**config.mk**
```make
export PLATFORM = sky130hd
export DESIGN_NAME = vga_ball_display
export DESIGN_NICKNAME = d
export VERILOG_FILES = /design/src/rtl/vga_ball_display.sv
export SDC_FILE = /design/constraint.sdc
export NUM_CORES = 1
export LEC_CHECK = 0
export CORE_ASPECT_RATIO = 1.2
export CORE_MARGIN = 3
export CORE_UTILIZATION = 35
export CTS_BUF_LIST = sky130_fd_sc_hd__clkbuf_16
export DETAILED_ROUTE_END_ITERATION = 8
export GPL_TIMING_DRIVEN = 0
export PLACE_DENSITY = 0.63
export SYNTH_ARGS = -nofsm -noshare
export SYNTH_HDL_FRONTEND = slang
export SYNTH_SLANG_ARGS = --single-unit
```
**constraint.sdc**
```tcl
create_clock -name clk -period 13.77 [get_ports clk]
set_input_delay 2.754 -clock clk [delete_from_list [all_inputs] [get_ports clk]]
set_output_delay 2.754 -clock clk [all_outputs]
set_load 0.01 [all_outputs]
```
**src/rtl/vga_ball_display.sv**
```systemverilog
// vga_ball_display: 640x480 @ 60 Hz raster generator (50 MHz clk, 2 clk per pixel)
// drawing a solid background and one white filled ball. Avalon-MM writes land in
// pending registers that are copied to the display registers once per frame, at the
// start of vertical blanking, so the visible image never tears.
module vga_ball_display #(
   parameter int unsigned BALL_R = 16
) (
   input  logic       clk,
   input  logic       reset_n,
   input  logic       chipselect,
   input  logic       write,
   input  logic       read,
   input  logic [2:0] address,
   input  logic [7:0] writedata,
   output logic [7:0] readdata,
   output logic [7:0] vga_r,
   output logic [7:0] vga_g,
   output logic [7:0] vga_b,
   output logic       vga_clk,
   output logic       vga_hs,
   output logic       vga_vs,
   output logic       vga_blank_n,
   output logic       vga_sync_n
);

   // Counter, coordinate, colour and distance widths
   localparam int unsigned HW = 11;
   localparam int unsigned VW = 10;
   localparam int unsigned PW = 10;
   localparam int unsigned CW = 8;
   localparam int unsigned FW = 8;
   localparam int unsigned DW = 11;
   localparam int unsigned SW = 22;

   // Horizontal timing in clk ticks (two ticks per pixel)
   localparam int unsigned H_TOTAL    = 1600;
   localparam int unsigned H_ACTIVE   = 1280;
   localparam int unsigned H_SYNC_BEG = 1312;
   localparam int unsigned H_SYNC_END = 1503;

   // Vertical timing in lines
   localparam int unsigned V_TOTAL    = 525;
   localparam int unsigned V_ACTIVE   = 480;
   localparam int unsigned V_SYNC_BEG = 490;
   localparam int unsigned V_SYNC_END = 491;

   // Register indices
   localparam logic [2:0] A_BG_R = 3'd0;
   localparam logic [2:0] A_BG_G = 3'd1;
   localparam logic [2:0] A_BG_B = 3'd2;
   localparam logic [2:0] A_X_LO = 3'd3;
   localparam logic [2:0] A_X_HI = 3'd4;
   localparam logic [2:0] A_Y_LO = 3'd5;
   localparam logic [2:0] A_Y_HI = 3'd6;
   localparam logic [2:0] A_FCNT = 3'd7;

   // Reset image: dark blue background, ball centred
   localparam logic [CW-1:0] BG_R_RST = 8'h00;
   localparam logic [CW-1:0] BG_G_RST = 8'h00;
   localparam logic [CW-1:0] BG_B_RST = 8'h80;
   localparam logic [PW-1:0] X_RST    = 10'd320;
   localparam logic [PW-1:0] Y_RST    = 10'd240;

   localparam logic signed [SW-1:0] R_SQ = $signed(SW'(BALL_R * BALL_R));

   // Raster counters
   logic [HW-1:0] hcount_q, hcount_d;
   logic [VW-1:0] vcount_q, vcount_d;
   logic [FW-1:0] frame_count_q, frame_count_d;
   logic [CW-1:0] readdata_q, readdata_d;

   // Pending (host-visible) registers
   logic [CW-1:0] pend_r_q, pend_r_d;
   logic [CW-1:0] pend_g_q, pend_g_d;
   logic [CW-1:0] pend_b_q, pend_b_d;
   logic [PW-1:0] pend_x_q, pend_x_d;
   logic [PW-1:0] pend_y_q, pend_y_d;

   // Display registers, stable for a whole frame
   logic [CW-1:0] disp_r_q, disp_r_d;
   logic [CW-1:0] disp_g_q, disp_g_d;
   logic [CW-1:0] disp_b_q, disp_b_d;
   logic [PW-1:0] disp_x_q, disp_x_d;
   logic [PW-1:0] disp_y_q, disp_y_d;

   // Decoded timing conditions
   logic line_end_c;
   logic frame_end_c;
   logic latch_c;
   logic h_active_c;
   logic v_active_c;
   logic active_c;
   logic h_sync_c;
   logic v_sync_c;
   logic wr_en_c;
   logic rd_en_c;

   // Ball distance datapath
   logic [PW-1:0]          px_c;
   logic signed [DW-1:0]   dx_c;
   logic signed [DW-1:0]   dy_c;
   logic signed [SW-1:0]   dx_ext_c;
   logic signed [SW-1:0]   dy_ext_c;
   logic signed [SW-1:0]   dx_sq_c;
   logic signed [SW-1:0]   dy_sq_c;
   logic signed [SW-1:0]   dist_c;
   logic                   inside_c;

   // Timing decode from the counters
   always_comb begin
      line_end_c  = (hcount_q == HW'(H_TOTAL - 1));
      frame_end_c = (vcount_q == VW'(V_TOTAL - 1));
      latch_c     = line_end_c && (vcount_q == VW'(V_ACTIVE - 1));
      h_active_c  = (hcount_q < HW'(H_ACTIVE));
      v_active_c  = (vcount_q < VW'(V_ACTIVE));
      active_c    = h_active_c && v_active_c;
      h_sync_c    = (hcount_q >= HW'(H_SYNC_BEG)) && (hcount_q <= HW'(H_SYNC_END));
      v_sync_c    = (vcount_q >= VW'(V_SYNC_BEG)) && (vcount_q <= VW'(V_SYNC_END));
      wr_en_c     = chipselect && write;
      rd_en_c     = chipselect && read;
   end

   // Horizontal / vertical counter advance
   always_comb begin
      hcount_d = hcount_q + HW'(1);
      vcount_d = vcount_q;
      if (line_end_c) begin
         hcount_d = '0;
         if (frame_end_c) begin
            vcount_d = '0;
         end else begin
            vcount_d = vcount_q + VW'(1);
         end
      end
   end

   // Host writes into the pending registers
   always_comb begin
      pend_r_d = pend_r_q;
      pend_g_d = pend_g_q;
      pend_b_d = pend_b_q;
      pend_x_d = pend_x_q;
      pend_y_d = pend_y_q;
      if (wr_en_c) begin
         case (address)
            A_BG_R:  pend_r_d = writedata;
            A_BG_G:  pend_g_d = writedata;
            A_BG_B:  pend_b_d = writedata;
            A_X_LO:  pend_x_d = {pend_x_q[PW-1:8], writedata};
            A_X_HI:  pend_x_d = {writedata[1:0], pend_x_q[7:0]};
            A_Y_LO:  pend_y_d = {pend_y_q[PW-1:8], writedata};
            A_Y_HI:  pend_y_d = {writedata[1:0], pend_y_q[7:0]};
            default: ;
         endcase
      end
   end

   // Frame latch: display takes the pre-write pending values, frame counter advances
   always_comb begin
      disp_r_d      = disp_r_q;
      disp_g_d      = disp_g_q;
      disp_b_d      = disp_b_q;
      disp_x_d      = disp_x_q;
      disp_y_d      = disp_y_q;
      frame_count_d = frame_count_q;
      if (latch_c) begin
         disp_r_d      = pend_r_q;
         disp_g_d      = pend_g_q;
         disp_b_d      = pend_b_q;
         disp_x_d      = pend_x_q;
         disp_y_d      = pend_y_q;
         frame_count_d = frame_count_q + FW'(1);
      end
   end

   // Read mux; readdata holds between reads
   always_comb begin
      readdata_d = readdata_q;
      if (rd_en_c) begin
         case (address)
            A_BG_R:  readdata_d = pend_r_q;
            A_BG_G:  readdata_d = pend_g_q;
            A_BG_B:  readdata_d = pend_b_q;
            A_X_LO:  readdata_d = pend_x_q[7:0];
            A_X_HI:  readdata_d = {6'b0, pend_x_q[PW-1:8]};
            A_Y_LO:  readdata_d = pend_y_q[7:0];
            A_Y_HI:  readdata_d = {6'b0, pend_y_q[PW-1:8]};
            A_FCNT:  readdata_d = frame_count_q;
            default: readdata_d = readdata_q;
         endcase
      end
   end

   // State registers with synchronous active-low reset
   always_ff @(posedge clk) begin
      if (!reset_n) begin
         hcount_q      <= '0;
         vcount_q      <= '0;
         frame_count_q <= '0;
         readdata_q    <= '0;
         pend_r_q      <= BG_R_RST;
         pend_g_q      <= BG_G_RST;
         pend_b_q      <= BG_B_RST;
         pend_x_q      <= X_RST;
         pend_y_q      <= Y_RST;
         disp_r_q      <= BG_R_RST;
         disp_g_q      <= BG_G_RST;
         disp_b_q      <= BG_B_RST;
         disp_x_q      <= X_RST;
         disp_y_q      <= Y_RST;
      end else begin
         hcount_q      <= hcount_d;
         vcount_q      <= vcount_d;
         frame_count_q <= frame_count_d;
         readdata_q    <= readdata_d;
         pend_r_q      <= pend_r_d;
         pend_g_q      <= pend_g_d;
         pend_b_q      <= pend_b_d;
         pend_x_q      <= pend_x_d;
         pend_y_q      <= pend_y_d;
         disp_r_q      <= disp_r_d;
         disp_g_q      <= disp_g_d;
         disp_b_q      <= disp_b_d;
         disp_x_q      <= disp_x_d;
         disp_y_q      <= disp_y_d;
      end
   end

   // Signed distance from the ball centre; squares cannot overflow 22 bits
   always_comb begin
      px_c     = hcount_q[HW-1:1];
      dx_c     = $signed({1'b0, px_c}) - $signed({1'b0, disp_x_q});
      dy_c     = $signed({1'b0, vcount_q}) - $signed({1'b0, disp_y_q});
      dx_ext_c = {{(SW - DW){dx_c[DW-1]}}, dx_c};
      dy_ext_c = {{(SW - DW){dy_c[DW-1]}}, dy_c};
      dx_sq_c  = dx_ext_c * dx_ext_c;
      dy_sq_c  = dy_ext_c * dy_ext_c;
      dist_c   = dx_sq_c + dy_sq_c;
      inside_c = (dist_c <= R_SQ);
   end

   // Pixel colour: black in blanking, white inside the ball, background elsewhere
   always_comb begin
      vga_r = '0;
      vga_g = '0;
      vga_b = '0;
      if (active_c) begin
         if (inside_c) begin
            vga_r = 8'hFF;
            vga_g = 8'hFF;
            vga_b = 8'hFF;
         end else begin
            vga_r = disp_r_q;
            vga_g = disp_g_q;
            vga_b = disp_b_q;
         end
      end
   end

   assign vga_clk     = hcount_q[0];
   assign vga_hs      = !h_sync_c;
   assign vga_vs      = !v_sync_c;
   assign vga_blank_n = active_c;
   assign vga_sync_n  = 1'b0;
   assign readdata    = readdata_q;

endmodule

```
# Word-level counts from Yosys, hierarchy flattened
# Index checks and enable logic that the tools add are counted.
# classes
n_reduce_logical,17
n_addsub,6
order_cmp,7
bitwise_logic,5
n_mul,2
n_eq_ne,10
n_mux,10
# op_table
cell,n
$pmux W8 S8,1
$mux W8,6
$mul A11 B11 Y22,2
$pmux W10 S2,2
$add A22 B22 Y22,1
$le A22 B10 Y1 const B,1
$sub A10 B10 Y11,2
$eq A3 B3 Y1 const B,4
$reduce_and A3 Y1,4
$add A11 B1 Y11 const B,1
$eq A11 B11 Y1 const B,1
$ge A11 B11 Y1 const B,1
$le A11 B11 Y1 const B,1
$lt A11 B11 Y1 const B,1
$add A10 B1 Y10 const B,1
$eq A10 B10 Y1 const B,1
$eq A10 B9 Y1 const B,1
$ge A10 B9 Y1 const B,1
$le A10 B9 Y1 const B,1
$lt A10 B9 Y1 const B,1
$mux W10,1
$add A8 B1 Y8 const B,1
$eq A3 B2 Y1 const B,2
$logic_and A1 B1 Y1,6
6 further kinds,13
# totals
output_inout_bits,37
reg_bits,125
inputBits,16

# Logic depth before layout (Yosys ltp)
# Gate-level depths: netlist of the first run.
# logic_depth
word_depth,6
ltp_mapped,35
ltp_nobuf,34

# Worst setup path after synthesis of the first run
# Ideal clock, no wire load.
# synth_path
path_kind,reg2out
startpoint,register vcount_q[0]
endpoint,output vga_b[0]
path_stages_with_launch,34
required_ps,11016
t_arrival_ps,8300
setup_slack_ps,2716
n_path_buf,2
cell_sequence,dfxtp_1 inv_1 ha_1 fa_1 nor2b_1 o21ai_0 a21boi_0 o21ai_0 a21oi_1 nand3_1 nand2_1 inv_1 clkbuf_1 nand2_1 fa_1 inv_1 fa_1 fa_1 fa_1 fa_1 fa_1 inv_1 fa_1 inv_1 ha_1 and2_1 nor3b_1 o31a_1 nor2b_1 xnor2_1 a2111oi_0 nand4_1 clkbuf_1 nand2_1
# synth_between
elab_chain_cells,6
# synth_lines
item,line_no,text
start: declaration,68,"logic [VW-1:0] vcount_q, vcount_d;"
start signal: assignment,213,vcount_q <= vcount_d;
$sub A10 B10 Y11,233,"dy_c = $signed({1'b0, vcount_q}) - $signed({1'b0, disp_y_q});"
$mul A11 B11 Y22,237,dy_sq_c = dy_ext_c * dy_ext_c;
$add A22 B22 Y22,238,dist_c = dx_sq_c + dy_sq_c;
$le A22 B10 Y1,239,inside_c = (dist_c <= R_SQ);
$mux W8,248,if (inside_c) begin
$mux W8 *,247,if (active_c) begin
end: declaration,18,"output logic [7:0] vga_b,"
# Every way passes the cells marked *; elsewhere a longest branch is shown, timed or not.

# Worst setup path in the final report of the first run
# layout_path
startpoint,register hcount_q[2]
endpoint,output vga_b[6]
# layout_between
elab_chain_cells,6
# layout_lines
item,line_no,text
start: declaration,67,"logic [HW-1:0] hcount_q, hcount_d;"
start signal: assignment,212,hcount_q <= hcount_d;
$sub A10 B10 Y11,232,"dx_c = $signed({1'b0, px_c}) - $signed({1'b0, disp_x_q});"
$mul A11 B11 Y22,236,dx_sq_c = dx_ext_c * dx_ext_c;
$add A22 B22 Y22,238,
$le A22 B10 Y1,239,
$mux W8,248,
$mux W8 *,247,
# Marked as above.

==> results of run 1 <==
[per-layer routing]
layer	share of wire [%]	track usage [%]	wire length (um)	up-vias
met5	0	0	0	-
met4	3.1	5.57	1170	0
met3	2.8	1.40	1070	72
met2	53	32.4	20100	245
met1	41	19.5	15500	5763
li1	-	-	-	5474
[cells by family after synthesis]
group,synth area share (%)
xor gates and xnor gates,3.43
AOI/OAI and AO/OA,8.30
DFF,16.9
muxes,3.99
other,0.0253
adders and majority gates,41.2
and+or+nand+nor,15.8
buffers and inverters,10.3
[power groups by stage]
stage | registers (uW) | logic [uW] | clock network, uW
floorplan | 376 | 1570 | 0
global placement | 377 | 2630 | 0
detailed placement | 377 | 2640 | 0
CTS | 369 | 2680 | 419
global route | 370 | 3020 | 434
finish | 370 | 2690 | 413
[area by class of cell]
cell class	count	area, um2
inverter	347	1300
clock inverter	13	109
multi-input combinational	1186	10800
fill	4259	25300
tap	546	683
clock buffer	17	425
buffer	57	230
timing repair buffer	50	498
sequential	125	2500
[critical path: cells and delay by family, from the launching register on]
kind | cells | cell delay [ns]
AO/OA/AOI/OAI | 7 | 1.45
adder cells (fa/ha/maj) | 9 | 4.09
buffers and inverters | 7 | 1.61
flip-flops | 1 | 0.46
multiplexers | 2 | 0.36
AND/OR/NAND/NOR | 7 | 1.98
[sequential cells by signal, summed over array words and instances (netlist names), 10 cells and up]
signal / count
vcount_q: 10
disp_x_q: 10
pend_y_q: 10
hcount_q: 11
disp_y_q: 10
pend_x_q: 10
[worst min path at each step]
stage | start | endpoint | slack [ns] | depth (start not counted)
3_5_place_dp | disp_b_q[6] | disp_b_q[6] | 0.45 | 2
2_1_floorplan | disp_b_q[3] | disp_b_q[3] | 0.43 | 2
3_3_place_gp | disp_r_q[0] | disp_r_q[0] | 0.44 | 2
6_report | disp_y_q[9] | disp_y_q[9] | 0.45 | 2
4_1_cts | disp_x_q[7] | disp_x_q[7] | 0.45 | 2
5_1_grt | disp_b_q[5] | disp_b_q[5] | 0.48 | 2
[placed cells by master, fill, tap and decap left out, drive strengths merged, types with 4 or more instances in the layout]
| cell | instances |
|---|---|
| inv | 343 |
| and3 | 7 |
| mux2i | 49 |
| nand4 | 6 |
| clkdlybuf4s50 | 49 |
| a222oi | 6 |
| mux2 | 7 |
| o21ai | 73 |
| nor2b | 11 |
| buf | 7 |
| clkinv | 14 |
| ha | 100 |
| or2 | 12 |
| or3 | 11 |
| o22ai | 6 |
| and2 | 5 |
| clkbuf | 68 |
| nor2 | 165 |
| xor2 | 18 |
| o21a | 4 |
| nand2b | 26 |
| a21oi | 67 |
| nand3 | 25 |
| nor3 | 17 |
| a211oi | 8 |
| a21o | 4 |
| xnor2 | 40 |
| fa | 243 |
| o211ai | 7 |
| nand3b | 6 |
| nor3b | 5 |
| nor4 | 5 |
| a21boi | 5 |
| nand2 | 213 |
| dfxtp | 125 |
[stage by stage]
stage	cells	power [uW]
2_1_floorplan	1715	1950
3_3_place_gp	2310	3000
3_5_place_dp	2310	3010
4_1_cts	2340	3470
5_1_grt	2341	3830
6_report	2341	3470
[repair_timing]
action / CTS / global route
endpoints found under the setup margin: 10 / 24
buffers inserted: 0 / 1
hold buffers: 0 / 0
resized for setup: 1 / 11
pin swaps: 0 / 1
==> reports/metrics.csv, run 1 <==
stage,metric,value,unit
status,status,completed,
power,Combinational Power Share,77.5,%
synthesis,cells after synthesis,1715,
synthesis,"flops & latches, synth",125,
cts,CTS tree,built,
critical_path,Setup CP Type,register to primary output,
floorplanning,IO Pins,53,
synthesis,Post-Syn Nets,2074,
floorplanning,Chip Width,194,um
timing,final worst-path cycle share,95.7,%
critical_path,crit path max-delay cell type,nor2_1,
timing,Slew @ Worst Pin,1.32,ns
cells_and_area,Layout area overhead,11.8,%
cts,Worst-Skew Late Latency,0.41,ns
placed_design,pre-CTS WS,0.448,ns
cts,CTS buffer count,17,
flow_run,MaxCap Viol Count,0,
synthesis,Netlist cell types,70,
timing,Max Slew Vio Count,0,
timing,Tmin final,13.17,ns
critical_path,CP endpoint kind,primary output,
cts,"Reg clk slew, reported paths",0.05,ns
placed_design,dpl hpwl,32000,um
global_route,initial antenna violation count,0,
worst_hold_path,class of the tightest hold or removal check,register to register,
power,Switch Pwr,1560,uW
power,Sw Share,44.9,%
floorplanning,initial core utilization,35.4,%
critical_path,"most used cell, CP",fa_1,
critical_path,Worst Setup Start Kind,register,
timing,Final Hold Viols,0,
cts,H-tree depth reported by CTS,4,
timing,Max Fclk,75.9,MHz
synthesis,synth top area cells,"fa_1 33%, dfxtp_1 17%, inv_1 8.6%",
synthesis,Synth Flop Type,dfxtp_1,
cells_and_area,n_diodes,0,
floorplanning,Total Die Area,44900,um2
synthesis,top post-synthesis cells by count,"341 x inv_1, 243 x fa_1, 213 x nand2_1",
placed_design,IO Port Bufs,49,
floorplanning,core area,41900,um2
placed_design,placed cell area,16000,um2
synthesis,Syn. warnings,0,
global_route,largest net degree at the start of global routing,17,
timing,Slew HR,11.3,%
cts,CTS max path bufs,2,
detailed_routing,final wirelength,37900,um
global_route,GR Util All Layers,16.8,%
power,Seq pwr share,10.6,%
detailed_routing,First-pass DRT Iterations,8,
critical_path,worst r2r src,hcount_q[0],
global_route,global route overflow,0,
timing,worst hold slack,0.451,ns
detailed_routing,Routed Antenna Nets,0,
detailed_routing,vias per cell,4.94,
cells_and_area,Finished Core Util,39.6,%
synthesis,Mapped Area,14800,um2
power,PwrDens,209,nW/um2
global_route,first-pass GRT wire length,61500,um
critical_path,R2R depth,10,
critical_path,Critical path origin,hcount_q[2],
detailed_routing,via count,11554,
timing,Setup WS post-layout,0.596,ns
placed_design,Final Wtd Congestion,0.932,
synthesis,"area leader, netlist",fa_1,
critical_path,R2R Setup Slk,10.56,ns
power,clock share of power,11.9,%
detailed_routing,wire per inst,16.2,um
detailed_routing,Post-route DRC,0,
critical_path,R2R Path End,disp_b_q[2],
cells_and_area,final instance area,16600,um2
timing,TNS Setup,0,ns
floorplanning,row count,82,
timing,Fin Clk Skew,0.00826,ns
power,LEAKAGE,0.00772,uW
synthesis,Mean Syn Cell Area,8.65,um2
power,maximum vdd drop,0.746,mV
critical_path,Crit path required time,11.02,ns
detailed_routing,1st-iter DRT viols,560,
critical_path,Slowest Stage Delay on Critical Path,0.84,ns
critical_path,worst setup path endpoint,vga_b[6],
synthesis,"Seq/Total Area, Yosys",16.9,%
critical_path,Worst EP arrival,10.42,ns
cells_and_area,fraction of layout cells with a size suffix above 1,3.45,%
global_route,vias in the first global route,12190,
synthesis,most frequent cell after synthesis,inv_1,
synthesis,number of synthesized flops with an enable pin,0,
cts,clock root cell,clkbuf_16,
synthesis,"FFs w/ async S/R, synth",0,%
critical_path,critical path peak fanout,10,
synthesis,Synth top area share,32.8,%
power,Int Power,1910,uW
timing,"Setup violations, final",0,
floorplanning,die boundary height,232,um
cts,CTS Sinks,125,
cells_and_area,nets@finish,2143,
timing,RSZ-0062 raised after global routing,false,
(Power assumes the default switching activity.)
==> inputs of run 2 (changes only) <==
--- a/config.mk
+++ b/config.mk
@@ -9,6 +9,7 @@
 export CORE_MARGIN = 3
 export CORE_UTILIZATION = 35
 export CTS_BUF_LIST = sky130_fd_sc_hd__clkbuf_16
+export CTS_CLUSTER_SIZE = 10
 export DETAILED_ROUTE_END_ITERATION = 8
 export GPL_TIMING_DRIVEN = 0
 export PLACE_DENSITY = 0.63
==> results of run 2 <==
Final layout, timing and power as in run 1 (identical DEF).
